**src/rtl/iter_mul_div.sv**
```systemverilog
`default_nettype none
// ============================================================================
// Module      : iter_mul_div
// Description : Iterative radix-2 multiply / divide unit for the EX stage.
//               Signed/unsigned multiply, multiply-accumulate/subtract and
//               restoring divide, one bit per clock, {hi,lo} result.
// Revision    : 1.0 - initial release
// ----------------------------------------------------------------------------
// Ports
//   clk         in   clock, rising edge
//   rst         in   asynchronous active-high reset
//   start_i     in   operation request, sampled only in IDLE
//   annul_i     in   abort current/requested operation
//   op_i        in   [2:0] 000 MULT 001 MULTU 010 DIV 011 DIVU
//                         100 MADD 101 MADDU 110 MSUB 111 MSUBU
//   op1_i       in   [WIDTH-1:0] multiplicand / dividend
//   op2_i       in   [WIDTH-1:0] multiplier / divisor
//   acc_i       in   [2*WIDTH-1:0] {hi,lo} accumulator for MADD/MSUB
//   result_o    out  [2*WIDTH-1:0] product/accumulation or {rem,quot}
//   ready_o     out  one-cycle pulse, result_o valid
//   busy_o      out  high whenever not IDLE
//   div_zero_o  out  high with ready_o when divisor was zero
// ============================================================================
module iter_mul_div #(
  parameter int WIDTH = 32
) (
  input  logic                 clk,
  input  logic                 rst,
  input  logic                 start_i,
  input  logic                 annul_i,
  input  logic [2:0]           op_i,
  input  logic [WIDTH-1:0]     op1_i,
  input  logic [WIDTH-1:0]     op2_i,
  input  logic [2*WIDTH-1:0]   acc_i,
  output logic [2*WIDTH-1:0]   result_o,
  output logic                 ready_o,
  output logic                 busy_o,
  output logic                 div_zero_o
);

  localparam int CW = (WIDTH > 1) ? $clog2(WIDTH) : 1;
  localparam logic [CW-1:0] c_CNT_INIT = CW'(WIDTH - 1);

  localparam logic [1:0] c_S_IDLE = 2'd0;
  localparam logic [1:0] c_S_CALC = 2'd1;
  localparam logic [1:0] c_S_DONE = 2'd2;

  // --------------------------------------------------------------------------
  // Registers
  // --------------------------------------------------------------------------
  logic [1:0]         r_state;
  logic [CW-1:0]      r_cnt;
  logic [2:0]         r_op;
  logic [2*WIDTH-1:0] r_acc;
  logic [WIDTH-1:0]   r_a;      // multiplicand magnitude or divisor magnitude
  logic [WIDTH-1:0]   r_hi;     // partial product high / partial remainder
  logic [WIDTH-1:0]   r_lo;     // multiplier bits / dividend bits + quotient
  logic               r_neg_q;  // negate product or quotient at the end
  logic               r_neg_r;  // negate remainder at the end
  logic [2*WIDTH-1:0] r_result;
  logic               r_ready;
  logic               r_div0;

  // --------------------------------------------------------------------------
  // Request decode (IDLE only)
  // --------------------------------------------------------------------------
  logic             w_in_signed;
  logic             w_in_div;
  logic             w_op1_neg;
  logic             w_op2_neg;
  logic [WIDTH-1:0] w_op1_mag;
  logic [WIDTH-1:0] w_op2_mag;
  logic             w_div_zero_req;

  assign w_in_signed    = ~op_i[0];
  assign w_in_div       = (op_i[2:1] == 2'b01);
  assign w_op1_neg      = w_in_signed & op1_i[WIDTH-1];
  assign w_op2_neg      = w_in_signed & op2_i[WIDTH-1];
  assign w_op1_mag      = w_op1_neg ? (~op1_i + 1'b1) : op1_i;
  assign w_op2_mag      = w_op2_neg ? (~op2_i + 1'b1) : op2_i;
  assign w_div_zero_req = w_in_div & (op2_i == '0);

  // --------------------------------------------------------------------------
  // Registered op decode
  // --------------------------------------------------------------------------
  logic w_is_div;
  logic w_is_acc;
  logic w_is_sub;

  assign w_is_div = (r_op[2:1] == 2'b01);
  assign w_is_acc = r_op[2];
  assign w_is_sub = r_op[2] & r_op[1];

  // --------------------------------------------------------------------------
  // Multiply step: add the multiplicand into the high half when the current
  // multiplier bit is set, then shift {carry,hi,lo} right by one. After WIDTH
  // steps the multiplier has been shifted out and {hi,lo} is the product.
  // --------------------------------------------------------------------------
  logic [WIDTH:0]   w_mul_sum;
  logic [WIDTH-1:0] w_mul_hi;
  logic [WIDTH-1:0] w_mul_lo;

  assign w_mul_sum = {1'b0, r_hi} + (r_lo[0] ? {1'b0, r_a} : {(WIDTH+1){1'b0}});
  assign w_mul_hi  = w_mul_sum[WIDTH:1];
  assign w_mul_lo  = {w_mul_sum[0], r_lo[WIDTH-1:1]};

  // --------------------------------------------------------------------------
  // Restoring divide step: shift the next dividend bit into the remainder,
  // trial-subtract, and shift the quotient bit into the bottom of r_lo.
  // The remainder is always below the divisor, so the subtraction result
  // fits in WIDTH bits.
  // --------------------------------------------------------------------------
  logic [WIDTH:0]   w_div_shift;
  logic             w_div_ge;
  logic [WIDTH-1:0] w_div_hi;
  logic [WIDTH-1:0] w_div_lo;

  assign w_div_shift = {r_hi, r_lo[WIDTH-1]};
  assign w_div_ge    = (w_div_shift >= {1'b0, r_a});
  assign w_div_hi    = w_div_ge ? (w_div_shift[WIDTH-1:0] - r_a) : w_div_shift[WIDTH-1:0];
  assign w_div_lo    = {r_lo[WIDTH-2:0], w_div_ge};

  logic [WIDTH-1:0] w_hi_nx;
  logic [WIDTH-1:0] w_lo_nx;

  assign w_hi_nx = w_is_div ? w_div_hi : w_mul_hi;
  assign w_lo_nx = w_is_div ? w_div_lo : w_mul_lo;

  // --------------------------------------------------------------------------
  // Final result from the last step's values. Sign fix-up for the most
  // negative dividend over -1 wraps naturally: the quotient magnitude is
  // 2^(WIDTH-1) and negating it gives back the same bit pattern.
  // --------------------------------------------------------------------------
  logic [2*WIDTH-1:0] w_prod_mag;
  logic [2*WIDTH-1:0] w_prod;
  logic [2*WIDTH-1:0] w_mac;
  logic [2*WIDTH-1:0] w_mul_res;
  logic [WIDTH-1:0]   w_quot;
  logic [WIDTH-1:0]   w_rem;
  logic [2*WIDTH-1:0] w_final;

  assign w_prod_mag = {w_hi_nx, w_lo_nx};
  assign w_prod     = r_neg_q ? (~w_prod_mag + 1'b1) : w_prod_mag;
  assign w_mac      = w_is_sub ? (r_acc - w_prod) : (r_acc + w_prod);
  assign w_mul_res  = w_is_acc ? w_mac : w_prod;
  assign w_quot     = r_neg_q ? (~w_lo_nx + 1'b1) : w_lo_nx;
  assign w_rem      = r_neg_r ? (~w_hi_nx + 1'b1) : w_hi_nx;
  assign w_final    = w_is_div ? {w_rem, w_quot} : w_mul_res;

  // --------------------------------------------------------------------------
  // Control FSM and datapath registers
  // --------------------------------------------------------------------------
  always_ff @(posedge clk or posedge rst) begin
    if (rst) begin
      r_state  <= c_S_IDLE;
      r_cnt    <= '0;
      r_op     <= '0;
      r_acc    <= '0;
      r_a      <= '0;
      r_hi     <= '0;
      r_lo     <= '0;
      r_neg_q  <= 1'b0;
      r_neg_r  <= 1'b0;
      r_result <= '0;
      r_ready  <= 1'b0;
      r_div0   <= 1'b0;
    end else begin
      r_ready <= 1'b0;
      case (r_state)
        c_S_IDLE: begin
          if (start_i && !annul_i) begin
            r_op    <= op_i;
            r_acc   <= acc_i;
            r_hi    <= '0;
            r_a     <= w_in_div ? w_op2_mag : w_op1_mag;
            r_lo    <= w_in_div ? w_op1_mag : w_op2_mag;
            r_neg_q <= w_op1_neg ^ w_op2_neg;
            r_neg_r <= w_op1_neg;
            r_cnt   <= c_CNT_INIT;
            if (w_div_zero_req) begin
              // Divide by zero skips the iteration entirely.
              r_state  <= c_S_DONE;
              r_result <= {op1_i, {WIDTH{1'b1}}};
              r_ready  <= 1'b1;
              r_div0   <= 1'b1;
            end else begin
              r_state <= c_S_CALC;
            end
          end
        end
        c_S_CALC: begin
          if (annul_i) begin
            r_state <= c_S_IDLE;
          end else begin
            r_hi <= w_hi_nx;
            r_lo <= w_lo_nx;
            if (r_cnt == '0) begin
              r_state  <= c_S_DONE;
              r_result <= w_final;
              r_ready  <= 1'b1;
            end else begin
              r_cnt <= r_cnt - 1'b1;
            end
          end
        end
        c_S_DONE: begin
          r_state <= c_S_IDLE;
          r_div0  <= 1'b0;
        end
        default: begin
          r_state <= c_S_IDLE;
        end
      endcase
    end
  end

  assign result_o   = r_result;
  assign ready_o    = r_ready;
  assign busy_o     = (r_state != c_S_IDLE);
  assign div_zero_o = r_div0;

endmodule
`default_nettype wire
```
**config.mk**
```make
export PLATFORM = sky130hd
export DESIGN_NAME = iter_mul_div
export DESIGN_NICKNAME = d
export VERILOG_FILES = /design/src/rtl/iter_mul_div.sv
export SDC_FILE = /design/constraint.sdc
export NUM_CORES = 1
export LEC_CHECK = 0
export CAP_MARGIN = 40
export CELL_PAD_IN_SITES_DETAIL_PLACEMENT = 2
export CELL_PAD_IN_SITES_GLOBAL_PLACEMENT = 2
export CORE_AREA = 3 3 199 395
export DETAILED_ROUTE_END_ITERATION = 7
export DIE_AREA = 0 0 202 398
export PLACE_DENSITY = 0.85
export SLEW_MARGIN = 5
export SYNTH_ARGS = -nofsm -noshare
export SYNTH_HDL_FRONTEND = slang
export SYNTH_SLANG_ARGS = --single-unit
```
**constraint.sdc**
```tcl
create_clock -name clk -period 9.6 [get_ports clk]
set_input_delay 0.96 -clock clk [delete_from_list [all_inputs] [get_ports clk]]
set_output_delay 0.96 -clock clk [all_outputs]
set_load 0.02 [all_outputs]
```
==> results.sh <==
export IMPL_synth_edff_count=0
export IMPL_cts_hold_buf=0
export IMPL_cts_buffer_depth=3
export IMPL_hold_slack_ps=487
export IMPL_post_route_period_util=0.985
export IMPL_num_vias=27700
export IMPL_nFillCells=8753
export IMPL_synth_top_area_cell="dfrtp_1"
export IMPL_coreArea_um2=76000
export IMPL_peakVddDrop_v=0.000201
export IMPL_clk_pin_slew_ps=80
export IMPL_initial_core_util=0.317
export IMPL_grt_busiest_layer="met2"
export IMPL_crit_path_end_kind="flip-flop"
export IMPL_pin_count=202
export IMPL_ys_types=84
export IMPL_period_needed_ps=9450
export IMPL_viasPerCell=6.05
export IMPL_overflow=0
export IMPL_layout_cells_most_common="nand2_1"
export IMPL_die_area_um2=80400
export IMPL_drt_antenna_violating_nets=0
export IMPL_synthTopCellsByArea="dfrtp_1, nand2_1, ha_1"
export IMPL_post_route_drc_count=0
export IMPL_syn_instance_count=3279
export IMPL_htreeDepth=1
export IMPL_hold_class="reg2reg"
export IMPL_p_total_mw=9.70
export IMPL_grt_pass1_vias=30300
export IMPL_finClkSkew_ps=33.0
export IMPL_tritoncts="built"
export IMPL_grt_pass1_wl_mm=198
export IMPL_arrival_ps=9920
export IMPL_wire_per_inst_um=29.9
export IMPL_p_per_area_nw_per_um2=327
export IMPL_syn_area_per_cell_um2=7.35
export IMPL_met3_usage=0.0394
export IMPL_antenna_found_initial=7
export IMPL_yosysTopAreaCellShare=0.246
export IMPL_cts_made_buffers=26
export IMPL_p_leak_nw=12.6
export IMPL_ys_warn_count=0
export IMPL_die_x_um=202
export IMPL_ys_flop_type="dfrtp_1"
export IMPL_fp_dieH_um=398
export IMPL_drive_gt1_frac=0.102
export IMPL_required_ps=10070
export IMPL_fmax_mhz=106
export IMPL_use_met1=0.318
export IMPL_path_class="reg2reg"
export IMPL_status="finished, final reports clean"
export IMPL_synth_area_um2=24100
export IMPL_hpwl_mm=106
export IMPL_slew_headroom=0.285
export IMPL_clk_latency_ps=610
export IMPL_syn_to_final_growth_pct=23.0
export IMPL_final_cell_mix="nand2_1, a21oi_1, nor2_1"
export IMPL_cp_start_kind="flip-flop"
export IMPL_cts_root_buf="clkbuf_16"
export IMPL_synth_nets=3551
export IMPL_finalSetupViolCount=0
export IMPL_firstDrtPassIters=5
export IMPL_numClockSinks=237
export IMPL_track_usage=0.324
export IMPL_port_buffers=201
export IMPL_slowest_delay_ps=560
export IMPL_rows=143
export IMPL_regArea_um2=5940
export IMPL_async_flop_share=1.00
export IMPL_cap_violations=0
export IMPL_multiInputGateArea_um2=17500
export IMPL_grt_max_degree=138
export IMPL_fin_nets=3816
export IMPL_slew_violations=0
export IMPL_ys_seq_area_frac=0.246
export IMPL_tightest_slew_ps=1070
export IMPL_hold_viol=0
export IMPL_gp_congestion=1.02
export IMPL_use_met2=0.587
export IMPL_ys_seq_elements=237
export IMPL_drtIter0Drc=1794
export IMPL_crit_slowest_cell="or4b_4"
export IMPL_finalWirelength_mm=137
export IMPL_crit_fanout=3
final cells by class:
| type | instances | area share |
|---|---|---|
| multi-input combinational | 2762 | 0.590 |
| sequential | 237 | 0.200 |
| timing repair buffer | 411 | 0.122 |
| tap | 1015 | 0.0429 |
| clock buffer | 36 | 0.0253 |
| inverter | 106 | 0.0137 |
| clock inverter | 11 | 0.00532 |
| antenna | 7 | 0.000591 |
worst paths after layout:
| path | depth (start not counted) | endpoint | from | slack, ps |
|---|---|---|---|---|
| setup reg to reg | 43 | result_o[63]$_DFFE_PP0P_ | r_a[2]$_DFFE_PP0P_ | 150 |
| hold reg to reg | 2 | r_acc[15]$_DFFE_PP0P_ | r_acc[15]$_DFFE_PP0P_ | 490 |
| max in group asynchronous | 3 | result_o[36]$_DFFE_PP0P_ | rst | 7330 |
| min in group asynchronous | 2 | result_o[2]$_DFFE_PP0P_ | rst | 800 |
| hold / removal | 2 | r_acc[15]$_DFFE_PP0P_ | r_acc[15]$_DFFE_PP0P_ | 490 |
| setup / recovery | 43 | result_o[63]$_DFFE_PP0P_ | r_a[2]$_DFFE_PP0P_ | 150 |
power by group:
part | total [mW] | leakage [nW] | switching (mW) | internal (mW)
clock network | 1.13 | 0.438 | 0.506 | 0.628
registers | 1.37 | 3.01 | 0.204 | 1.17
logic | 7.19 | 9.18 | 4.63 | 2.56
cell usage after synthesis (33+ instances only):
cell / instances
nor2b_1: 33
a211oi_1: 58
and2_1: 49
ha_1: 134
dfrtp_1: 237
nand2_1: 524
clkbuf_1: 149
a21o_1: 47
inv_1: 102
nand3_1: 48
o31ai_1: 41
xnor2_1: 185
nor2_1: 305
a21oi_1: 317
nand2b_1: 36
mux2i_1: 58
xor2_1: 137
a31oi_1: 38
nor3_1: 63
o21ai_0: 264
o211ai_1: 58
flip-flops by register name, summed over array words and instances, names as in the netlist:
name and cells:
r_acc 64, result_o 64, r_a 32, r_hi 32
r_lo 32, r_cnt 5, r_op 2, r_state 2
div_zero_o 1, r_neg_q 1, r_neg_r 1, ready_o 1
cell families after synthesis:
group / synth area share
buffers and inverters: 0.0440
xor gates and xnor gates: 0.117
muxes: 0.0264
adders and majority gates: 0.0721
DFF: 0.246
AOI/OAI and AO/OA: 0.262
and+or+nand+nor: 0.232
what timing repair did:
item / in CTS / in global routing
endpoints found under the hold margin: 0 / 0
cloned: 0 / 0
gates resized for setup: 6 / 70
buffers inserted: 0 / 11
endpoints found under the setup margin: 9 / 21
pin swaps: 0 / 25
metal layers:
| layer | part of all wire | wire, um | vias to the layer above |
|---|---|---|---|
| li1 | - | - | 12200 |
| met1 | 0.34 | 46600 | 14100 |
| met2 | 0.50 | 68900 | 903 |
| met3 | 0.039 | 5400 | 516 |
| met4 | 0.12 | 16200 | 0 |
| met5 | 0 | 0 | - |
critical path: cells and delay by family, from the launching register on:
| family | cells | cell delay [ps] |
|---|---|---|
| AO/OA/AOI/OAI | 20 | 4440 |
| flip-flops | 1 | 370 |
| AND/OR/NAND/NOR | 9 | 2190 |
| multiplexers | 1 | 190 |
| buffers and inverters | 7 | 860 |
| XOR/XNOR | 3 | 460 |
| adder cells (fa/ha/maj) | 3 | 810 |
per-stage QoR:
step | instance area, um^2 | TNS (ps) | util | setup slack (ps) | cells
2_1_floorplan | 24100 | 0 | - | 164 | 3279
3_3_place_gp | 28100 | 0 | 0.370 | 109 | 4495
3_5_place_dp | 28300 | -232 | 0.372 | -208 | 4512
4_1_cts | 29200 | 0 | 0.384 | 34.0 | 4559
5_1_grt | 29600 | -2140 | 0.390 | -350 | 4582
6_report | 29600 | 0 | 0.390 | 148 | 4585
No activity file was read; power rests on OpenSTA's default activity.
